$ cat config.mk
export PLATFORM = sky130hd
export DESIGN_NAME = area_to_radius
export DESIGN_NICKNAME = d
export VERILOG_FILES = /design/src/rtl/sph_pkg.sv /design/src/rtl/isqrt_iter.sv /design/src/rtl/area_to_radius.sv
export SDC_FILE = /design/constraint.sdc
export NUM_CORES = 1
export LEC_CHECK = 0
export ABC_CLOCK_PERIOD_IN_PS = 8600
export BUFFER_PORTS_ARGS = -buffer_cell sky130_fd_sc_hd__buf_2
export CELL_PAD_IN_SITES_DETAIL_PLACEMENT = 0
export CELL_PAD_IN_SITES_GLOBAL_PLACEMENT = 1
export CORE_MARGIN = 10
export CORE_UTILIZATION = 55
export CTS_CLUSTER_SIZE = 14
export DETAILED_ROUTE_END_ITERATION = 8
export PLACE_DENSITY = 0.95
export SYNTH_ARGS = -nofsm -noshare
export SYNTH_HDL_FRONTEND = slang
export SYNTH_SLANG_ARGS = --single-unit
export TNS_END_PERCENT = 50
$ cat constraint.sdc
create_clock -name clk -period 8.6 [get_ports clk]
set_input_delay 0 -clock clk [delete_from_list [all_inputs] [get_ports clk]]
set_output_delay 0 -clock clk [all_outputs]
set_load 0.02 [all_outputs]
$ cat src/rtl/sph_pkg.sv
// rtl/sph_pkg.sv - shared sphere widths, scale constants and state enum
package sph_pkg;

    // Datapath widths shared by the forward (radius->area) and inverse blocks.
    localparam int AREA_W  = 26;
    localparam int RAD_W   = 16;
    localparam int K_W     = 13;
    localparam int K_SHIFT = 16;

    // round(2^K_SHIFT / (4*pi))
    localparam logic [K_W-1:0] K_INV4PI = 13'd5215;

    // Scaled value q = (area * K_INV4PI) >> K_SHIFT and its square-root geometry.
    localparam int PROD_W  = AREA_W + K_W;
    localparam int Q_W     = PROD_W - K_SHIFT;
    localparam int ROOT_IT = (Q_W + 1) / 2;
    localparam int QP_W    = 2 * ROOT_IT;
    localparam int REM_W   = ROOT_IT + 2;
    localparam int IT_W    = $clog2(ROOT_IT);

    typedef enum logic [1:0] {
        IDLE  = 2'd0,
        SCALE = 2'd1,
        ROOT  = 2'd2,
        DONE  = 2'd3
    } state_t;

endpackage

$ cat src/rtl/isqrt_iter.sv
// rtl/isqrt_iter.sv - one combinational bit-pair step of the integer square root
module isqrt_iter
    import sph_pkg::*;
(
    input  logic [REM_W-1:0]   i_rem,
    input  logic [ROOT_IT-1:0] i_root,
    input  logic [1:0]         i_q2,
    output logic [REM_W-1:0]   o_rem,
    output logic [ROOT_IT-1:0] o_root
);

    // One spare top bit so a borrow shows up as a set sign bit.
    logic [REM_W+2:0] w_dividend;
    logic [REM_W+2:0] w_divisor;
    logic [REM_W+2:0] w_trial;
    logic             w_neg;
    logic             w_unused;

    assign w_dividend = {1'b0, i_rem, i_q2};
    assign w_divisor  = {3'b000, i_root, 2'b01};
    assign w_trial    = w_dividend - w_divisor;
    assign w_neg      = w_trial[REM_W+2];

    // The remainder never exceeds 2*root, so the low REM_W bits always hold it;
    // on a failed trial the shifted-in dividend is kept (restoring step).
    assign o_rem  = w_neg ? w_dividend[REM_W-1:0] : w_trial[REM_W-1:0];
    assign o_root = {i_root[ROOT_IT-2:0], ~w_neg};

    assign w_unused = ^{w_trial[REM_W+1:REM_W], w_dividend[REM_W+2:REM_W], i_root[ROOT_IT-1]};

endmodule

$ cat src/rtl/area_to_radius.sv
// rtl/area_to_radius.sv - radius = sqrt(area/(4*pi)); AREA_TO_RADIUS_ROUND_EN selects round-to-nearest
module area_to_radius
    import sph_pkg::*;
(
    input  logic              clk,
    input  logic              rst,
    input  logic              en,
    input  logic [AREA_W-1:0] area,
    output logic [RAD_W-1:0]  radius,
    output logic              rdy,
    output logic              busy
);

    state_t             r_state;
    state_t             w_next_state;
    logic               w_accept;
    logic               w_load;
    logic               w_step;
    logic               w_finish;

    logic [AREA_W-1:0]  r_area;
    logic [QP_W-1:0]    r_q;
    logic [REM_W-1:0]   r_rem;
    logic [ROOT_IT-1:0] r_root;
    logic [IT_W-1:0]    r_it;
    logic [RAD_W-1:0]   r_radius;
    logic               r_rdy;
    logic               r_busy;

    logic [PROD_W-1:0]  w_prod;
    logic [Q_W-1:0]     w_q;
    logic [1:0]         w_q2;
    logic [REM_W-1:0]   w_rem_nxt;
    logic [ROOT_IT-1:0] w_root_nxt;
    logic [RAD_W-1:0]   w_result;
    logic               w_unused;

    // Full-width product, then drop the fraction bits of the 1/(4*pi) scale.
    assign w_prod   = PROD_W'(r_area) * PROD_W'(K_INV4PI);
    assign w_q      = w_prod[PROD_W-1:K_SHIFT];
    assign w_unused = ^w_prod[K_SHIFT-1:0];

    // Bit pair consumed this iteration, most significant pair first.
    assign w_q2 = r_q[{r_it, 1'b0} +: 2];

    isqrt_iter u_isqrt_iter (
        .i_rem  (r_rem),
        .i_root (r_root),
        .i_q2   (w_q2),
        .o_rem  (w_rem_nxt),
        .o_root (w_root_nxt)
    );

`ifdef AREA_TO_RADIUS_ROUND_EN
    logic w_round_up;
    // rem > root means q is past (root + 0.5)^2, so the nearest integer is root+1.
    assign w_round_up = (r_rem > REM_W'(r_root));
    assign w_result   = RAD_W'(r_root) + (w_round_up ? RAD_W'(1) : RAD_W'(0));
`else
    assign w_result = RAD_W'(r_root);
`endif

    // State register.
    always_ff @(posedge clk or posedge rst) begin
        if (rst) begin
            r_state <= IDLE;
        end else begin
            r_state <= w_next_state;
        end
    end

    // Next-state and per-state control strobes.
    always_comb begin
        w_next_state = r_state;
        w_accept     = 1'b0;
        w_load       = 1'b0;
        w_step       = 1'b0;
        w_finish     = 1'b0;
        case (r_state)
            IDLE: begin
                if (en) begin
                    w_accept     = 1'b1;
                    w_next_state = SCALE;
                end
            end
            SCALE: begin
                w_load       = 1'b1;
                w_next_state = ROOT;
            end
            ROOT: begin
                w_step = 1'b1;
                if (r_it == '0) begin
                    w_next_state = DONE;
                end
            end
            DONE: begin
                w_finish     = 1'b1;
                w_next_state = IDLE;
            end
            default: begin
                w_next_state = IDLE;
            end
        endcase
    end

    // Operand capture, scaling and square-root iteration registers.
    always_ff @(posedge clk or posedge rst) begin
        if (rst) begin
            r_area <= '0;
            r_q    <= '0;
            r_rem  <= '0;
            r_root <= '0;
            r_it   <= '0;
        end else begin
            if (w_accept) begin
                r_area <= area;
            end
            if (w_load) begin
                r_q    <= QP_W'(w_q);
                r_rem  <= '0;
                r_root <= '0;
                r_it   <= IT_W'(ROOT_IT - 1);
            end
            if (w_step) begin
                r_rem  <= w_rem_nxt;
                r_root <= w_root_nxt;
                if (r_it != '0) begin
                    r_it <= r_it - IT_W'(1);
                end
            end
        end
    end

    // Result, completion pulse and busy flag (busy spans the rdy cycle).
    always_ff @(posedge clk or posedge rst) begin
        if (rst) begin
            r_radius <= '0;
            r_rdy    <= 1'b0;
            r_busy   <= 1'b0;
        end else begin
            r_rdy  <= w_finish;
            r_busy <= (w_next_state != IDLE) || w_finish;
            if (w_finish) begin
                r_radius <= w_result;
            end
        end
    end

    assign radius = r_radius;
    assign rdy    = r_rdy;
    assign busy   = r_busy;

endmodule

==> results of run 1 <==
final cells by class:
cell class	count	area (um2)	area share (%)
Clock buffer	9	225.2	1.967
Clock inverter	7	68.82	0.6009
Inverter	274	1031	9.003
Multi-Input combinational cell	597	6937	60.57
Sequential cell	95	2377	20.76
Tap cell	234	292.8	2.557
Timing Repair Buffer	74	520.5	4.545
path summary, 6_finish.rpt:
kind,startpoint,end,depth (start not counted)
worst min-delay path,rst,r_area[2],3
max in group asynchronous,rst,r_rem[10],4
worst max register to register,r_area[15],r_q[19],20
worst min register to register,r_root[11],radius[11],1
worst max-delay path,r_area[15],r_q[19],20
min in group clk,area[23],r_area[23],3
through the flow:
stage / hold slack [ps] / setup slack (ps) / utilization, % / std cells / cell area [um2]
6_report: 178.1 / 2655 / 61.22 / 1290 / 11450
5_1_grt: 218.9 / 2324 / 61.22 / 1290 / 11450
3_3_place_gp: 7.741 / 2850 / 58.15 / 1246 / 10880
4_1_cts: 167.3 / 2629 / 61.22 / 1290 / 11450
2_1_floorplan: 150.6 / 3062 / - / 986 / 10440
3_5_place_dp: 16.22 / 2690 / 58.15 / 1246 / 10880
routing by layer:
metal  share of wire, %  wire length [um]
met5                  0                 0
met4                1.6               326
met3                3.2               645
met2                 52             10380
met1                 43              8719
cell usage after synthesis (2+ instances only):
master       n
a211oi_1     3
a21o_1      14
a21oi_1     25
a21oi_2      2
a221o_1      2
a22oi_1      2
a31oi_1      2
buf_1        3
buf_2        2
buf_4        5
clkbuf_1    10
dfrtp_1     95
fa_1       135
ha_1       142
inv_1      274
mux2_2      60
mux2i_1     14
mux4_2       4
nand2_1     19
nand2b_1     3
nand3_1     18
nand4_1      4
nor2_1      21
nor2b_1      7
nor3_1       4
nor3b_1      2
o21a_1       2
o21ai_0     23
o21ai_1      7
o21bai_1     3
o22ai_1      4
o2bb2ai_1   12
o31ai_1      2
or3_1        2
xnor2_1     21
xor2_1      11
critical path: stages (launching register included):
cell and delay (ps):
dfrtp_1 430, inv_1 220, fa_1 490, fa_1 540, inv_1 70, fa_1 510
fa_1 490, inv_1 50, fa_1 540, inv_1 50, ha_1 330, a21o_1 190
a21o_1 170, a221o_1 370, a31oi_4 230, or2_4 200, a211oi_1 80, o21ai_1 300
nand2b_1 140, xor2_1 160, mux2_2 260
sequential cells by signal, indices dropped and copies added, names as in the netlist:
signal	cells
r_root	12
busy	1
r_rem	14
radius	12
r_q	23
r_it	4
rdy	1
r_area	26
r_state	2
cells in the final DEF, fill, tap and decap left out, types with 4 or more instances in the layout:
cell type        n
a21o_1          14
a21oi_1         25
buf_2           42
buf_4            4
clkbuf_16        9
conb_1           4
dfrtp_1         95
dlygate4sd3_1   28
fa_1           135
ha_1           142
inv_1          273
inv_8            4
mux2_2          60
mux2i_1         14
mux4_2           4
nand2_1         19
nand3_1         18
nand4_1          4
nor2_1          21
nor2b_1          7
nor3_1           4
o21ai_0         23
o21ai_1          7
o22ai_1          4
o2bb2ai_1       12
xnor2_1         21
xor2_1          11
what timing repair did:
item	in CTS	in global routing
setup endpoints to repair	0	0
hold buffers	28	0
buffers inserted	0	0
endpoints found under the hold margin	53	0
logic make-up (layout without fill, tap and decap cells):
family / after synthesis / in the layout / synth area share (%)
AND/OR/NAND/NOR: 90 / 90 / 4.476
multiplexers: 78 / 78 / 8.687
flip-flops: 95 / 95 / 22.80
AO/OA/AOI/OAI: 116 / 116 / 7.571
XOR/XNOR: 32 / 32 / 2.688
buffers and inverters: 294 / 364 / 10.79
adder cells (fa/ha/maj): 277 / 277 / 42.96
other: 1 / 4 / 0.03596
==> out/results.txt, run 1 <==
Final Hold Viols: 0
WP data arrival: 6190 ps
RSZ-0062 raised after global routing: no
final period utilization: 69.13%
Vias: 6,766
detailed-route vias per instance: 5.245
Worst Path Max Fanout: 5
Worst-Skew Late Latency: 360 ps
FF+latch count, synth: 95
WL final: 20,070 um
required time of the critical path: 8850 ps
final setup vio count: 0
Post-Synthesis Cell Area: 10,430 um2
Post-synth top flop: dfrtp_1
CTS resizes: 0
first-pass GRT wire length: 35,960 um
number of synthesized flops with an enable pin: 0
GRT overflow: 0
Clock Tree Root: clkbuf_16
worst slew pin tran: 863.0 ps
Crit. End Element: flop
run status: completed
f_max: 168.2 MHz
gr busiest metal: met2
Routed wire per std cell: 15.56 um
top post-synthesis cells by area: fa_1, dfrtp_1, ha_1
Netlist cell types: 60
dpl hpwl: 16,210 um
Startpoint Class: flop
ys async rst share: 100.0%
TritonCTS clock tree: done
clock-pin slew on the worst setup and hold paths: 70 ps
top cell type's share of synthesized area: 25.92%
Fill cells: 1,500
number of buffers created by CTS: 9
number of global-route vias before repair: 7,695
TNS Setup: 0 ps
Clock Skew: 6.097 ps
Synth-to-Final Area Change: 9.827%
Die Y-Extent: 157.7 um
core footprint: 18,710 um2
Syn Inst Count: 983
Ports: 47
total clock sinks: 95
Hold WC Path Type: primary input to async pin
drt pass-1 iters: 5
drc violations: 0
H-Tree Depth: 3
yosys warns: 0
Clock Tree Buf Depth: 2
die area: 24,870 um2
routing usage on met2: 31.79%
WS Path Type: flop to flop
layout cell share with drive strength beyond 1: 12.97%
port bufs: 42
initial antenna violation count: 0
GRT Total Usage: 18.03%
routability cong.: 0.8930
Antenna Cells: 0
grt met3 use: 3.094%
R2R setup slack: 2650 ps
post-synthesis sequential area ratio: 22.80%
synthesized area per cell: 10.61 um2
Max Slew Vio Count: 0
ANT nets after route: 0
initial core utilization: 55.75%
Worst slew margin: 42.46%
initial DRC count: 283
Nets: 1,357
M1 GR Usage: 22.20%
Max-Cap Viols: 0
fin crit period: 5945 ps
area leader, netlist: fa_1
row cnt: 50
largest net degree at the start of global routing: 70
Die Span X: 157.7 um
Power of run 1 is not shown: default switching activity piles up to over one toggle a cycle in this logic, so the estimate is an artifact.
==> run 2, diff against run 1 <==
Settings changed: ABC_CLOCK_PERIOD_IN_PS 8600 to 5900, CORE_UTILIZATION 55 to 51, PLACE_DENSITY 0.95 to 0.91.
Clock period 8.6 ns to 5.9 ns, I/O delays scaled along.
==> run 2 against run 1 <==
- register-to-register slack got worse by 2400 ps
- utilization is 3.8 points lower
- die area increased by 6.8%
- clock-buffer cell count rose by 1
- routed wire length is 2.9% lower
- critical endpoint is now r_q[17]
- clock skew grew 2.6 ps
- non-clock buffer count is 8 higher
==> out/results.txt, run 2 (synthesis gave the netlist of run 1 again) <==
Vias: 6,805 (was 6,766)
Startpoint Class: flop (unchanged)
required time of the critical path: 6140 ps (was 8850 ps)
routability cong.: 0.8871 (was 0.8930)
Largest regs: r_area (26), r_q (23), r_rem (14) (unchanged)
Routed wire per std cell: 14.61 um (was 15.56 um)
Worst Path Max Fanout: 4 (was 5)
initial antenna violation count: 0 (unchanged)
WS Path Type: flop to flop (unchanged)
worst slew pin tran: 928.2 ps (was 863.0 ps)
Final Hold Slack: 171.2 ps (was 178.1 ps)
layout cell share with drive strength beyond 1: 14.47% (was 12.97%)
drc violations: 0 (unchanged)
fin crit period: 5670 ps (was 5945 ps)
Crit. End Element: flop (unchanged)
Die Y-Extent: 163.0 um (was 157.7 um)
total clock sinks: 95 (unchanged)
R2R setup slack: 230 ps (was 2650 ps)
Fill cells: 1,729 (was 1,500)
dpl hpwl: 15,930 um (was 16,210 um)
most frequent cells in the layout: inv_1, ha_1, fa_1 (unchanged)
WP data arrival: 5910 ps (was 6190 ps)
reg2reg path depth: 20 (unchanged)
run status: completed (unchanged)
TritonCTS clock tree: done (unchanged)
H-Tree Depth: 3 (unchanged)
Ports: 47 (unchanged)
Clock Tree Buf Depth: 2 (unchanged)
drt pass-1 iters: 4 (was 5)
clock-pin slew on the worst setup and hold paths: 70 ps (about the same)
Clock Tree Root: clkbuf_16 (unchanged)
first-pass GRT wire length: 35,620 um (was 35,960 um)
FF-to-FF End: r_q[17] (was r_q[19])
number of global-route vias before repair: 7,704 (was 7,695)
Antenna Cells: 0 (unchanged)
max FFs per register: 26 (unchanged)
Reg with most FFs: r_area (unchanged)
Synth-to-Final Area Change: 11.15% (was 9.827%)
Hold WC Path Type: primary input to async pin (unchanged)
Clock Skew: 8.676 ps (was 6.097 ps)
WL final: 19,490 um (was 20,070 um)
initial core utilization: 51.70% (was 55.75%)
Worst-Skew Late Latency: 360 ps (about the same)
ANT nets after route: 0 (unchanged)
final setup vio count: 0 (unchanged)
Max Slew Vio Count: 0 (unchanged)
f_max: 176.4 MHz (was 168.2 MHz)
commonest non-fill, non-tap cell in the layout: inv_1 (unchanged)
core footprint: 20,170 um2 (was 18,710 um2)
Nets: 1,365 (was 1,357)
Worst slew margin: 37.92% (was 42.46%)
Die Span X: 163.0 um (was 157.7 um)
port bufs: 42 (unchanged)
initial DRC count: 262 (was 283)
die area: 26,570 um2 (was 24,870 um2)
Final Hold Viols: 0 (unchanged)
Max-Cap Viols: 0 (unchanged)
GRT overflow: 0 (unchanged)
GRT Total Usage: 16.28% (was 18.03%)
Reg-to-Reg Start: r_area[13] (was r_area[15])
final period utilization: 96.10% (was 69.13%)
number of buffers created by CTS: 9 (unchanged)
largest net degree at the start of global routing: 70 (unchanged)
detailed-route vias per instance: 5.101 (was 5.245)
row cnt: 52 (was 50)
-- run 2: per-stage QoR --
stage	TNS, ps	setup WS, ps	instances	util (%)	area [um2]
floorplan	0	362.0	986	-	10440
global route	-15.64	-15.64	1334	57.46	11590
CTS	0	68.27	1332	57.29	11550
global placement	0	116.4	1288	54.38	10970
detailed placement	0	19.13	1288	54.38	10970
finish	0	230.1	1334	57.46	11590
-- run 2: how the worst max path moves through the flow --
stage | start | end | cells past startpoint
finish | r_area[13] | r_q[17] | 20
global route | r_area[15] | r_q[17] | 20
CTS | r_area[17] | r_q[17] | 20
detailed placement | r_area[17] | r_q[19] | 20
global placement | r_area[19] | r_q[19] | 20
floorplan | r_area[14] | r_q[17] | 20
-- run 2: final cells by class --
class | instances | area (um2) | share of cell area [%]
clock buffers | 10 | 229.0 | 1.976
well taps | 270 | 337.8 | 2.915
inverters | 274 | 1031 | 8.896
multi-input cells | 597 | 6960 | 60.06
repair buffers | 82 | 580.6 | 5.009
flip-flops and latches | 95 | 2377 | 20.51
clock inverters | 6 | 73.82 | 0.6369
-- run 2: per-layer routing --
metal | global-route usage (%) | vias to the layer above | wire (um)
met5 | 0 | - | 0
met4 | 4.221 | 0 | 310
met3 | 2.553 | 24 | 579
met2 | 28.50 | 86 | 9857
met1 | 20.52 | 3429 | 8742
li1 | - | 3266 | -
-- run 2: repair_timing --
action,4_1_cts,5_1_grt
gates resized for setup,1,10
setup buffers,0,2
hold endpoints to repair,53,0
hold buffers,28,0
setup endpoints to repair,3,12
-- run 2: critical path, cell delays in order (launching register included) --
cell	delay, ps
dfrtp_1	420
inv_2	100
fa_1	500
fa_1	510
inv_1	50
fa_1	510
fa_1	500
inv_1	50
fa_1	520
inv_1	40
ha_1	330
a21o_1	190
a21o_1	160
a221o_1	370
a31oi_4	190
or2_4	180
a21oi_2	50
or3_4	380
a21oi_2	150
xnor2_1	70
mux2_2	260
Power of run 2 is left out for the same reason.
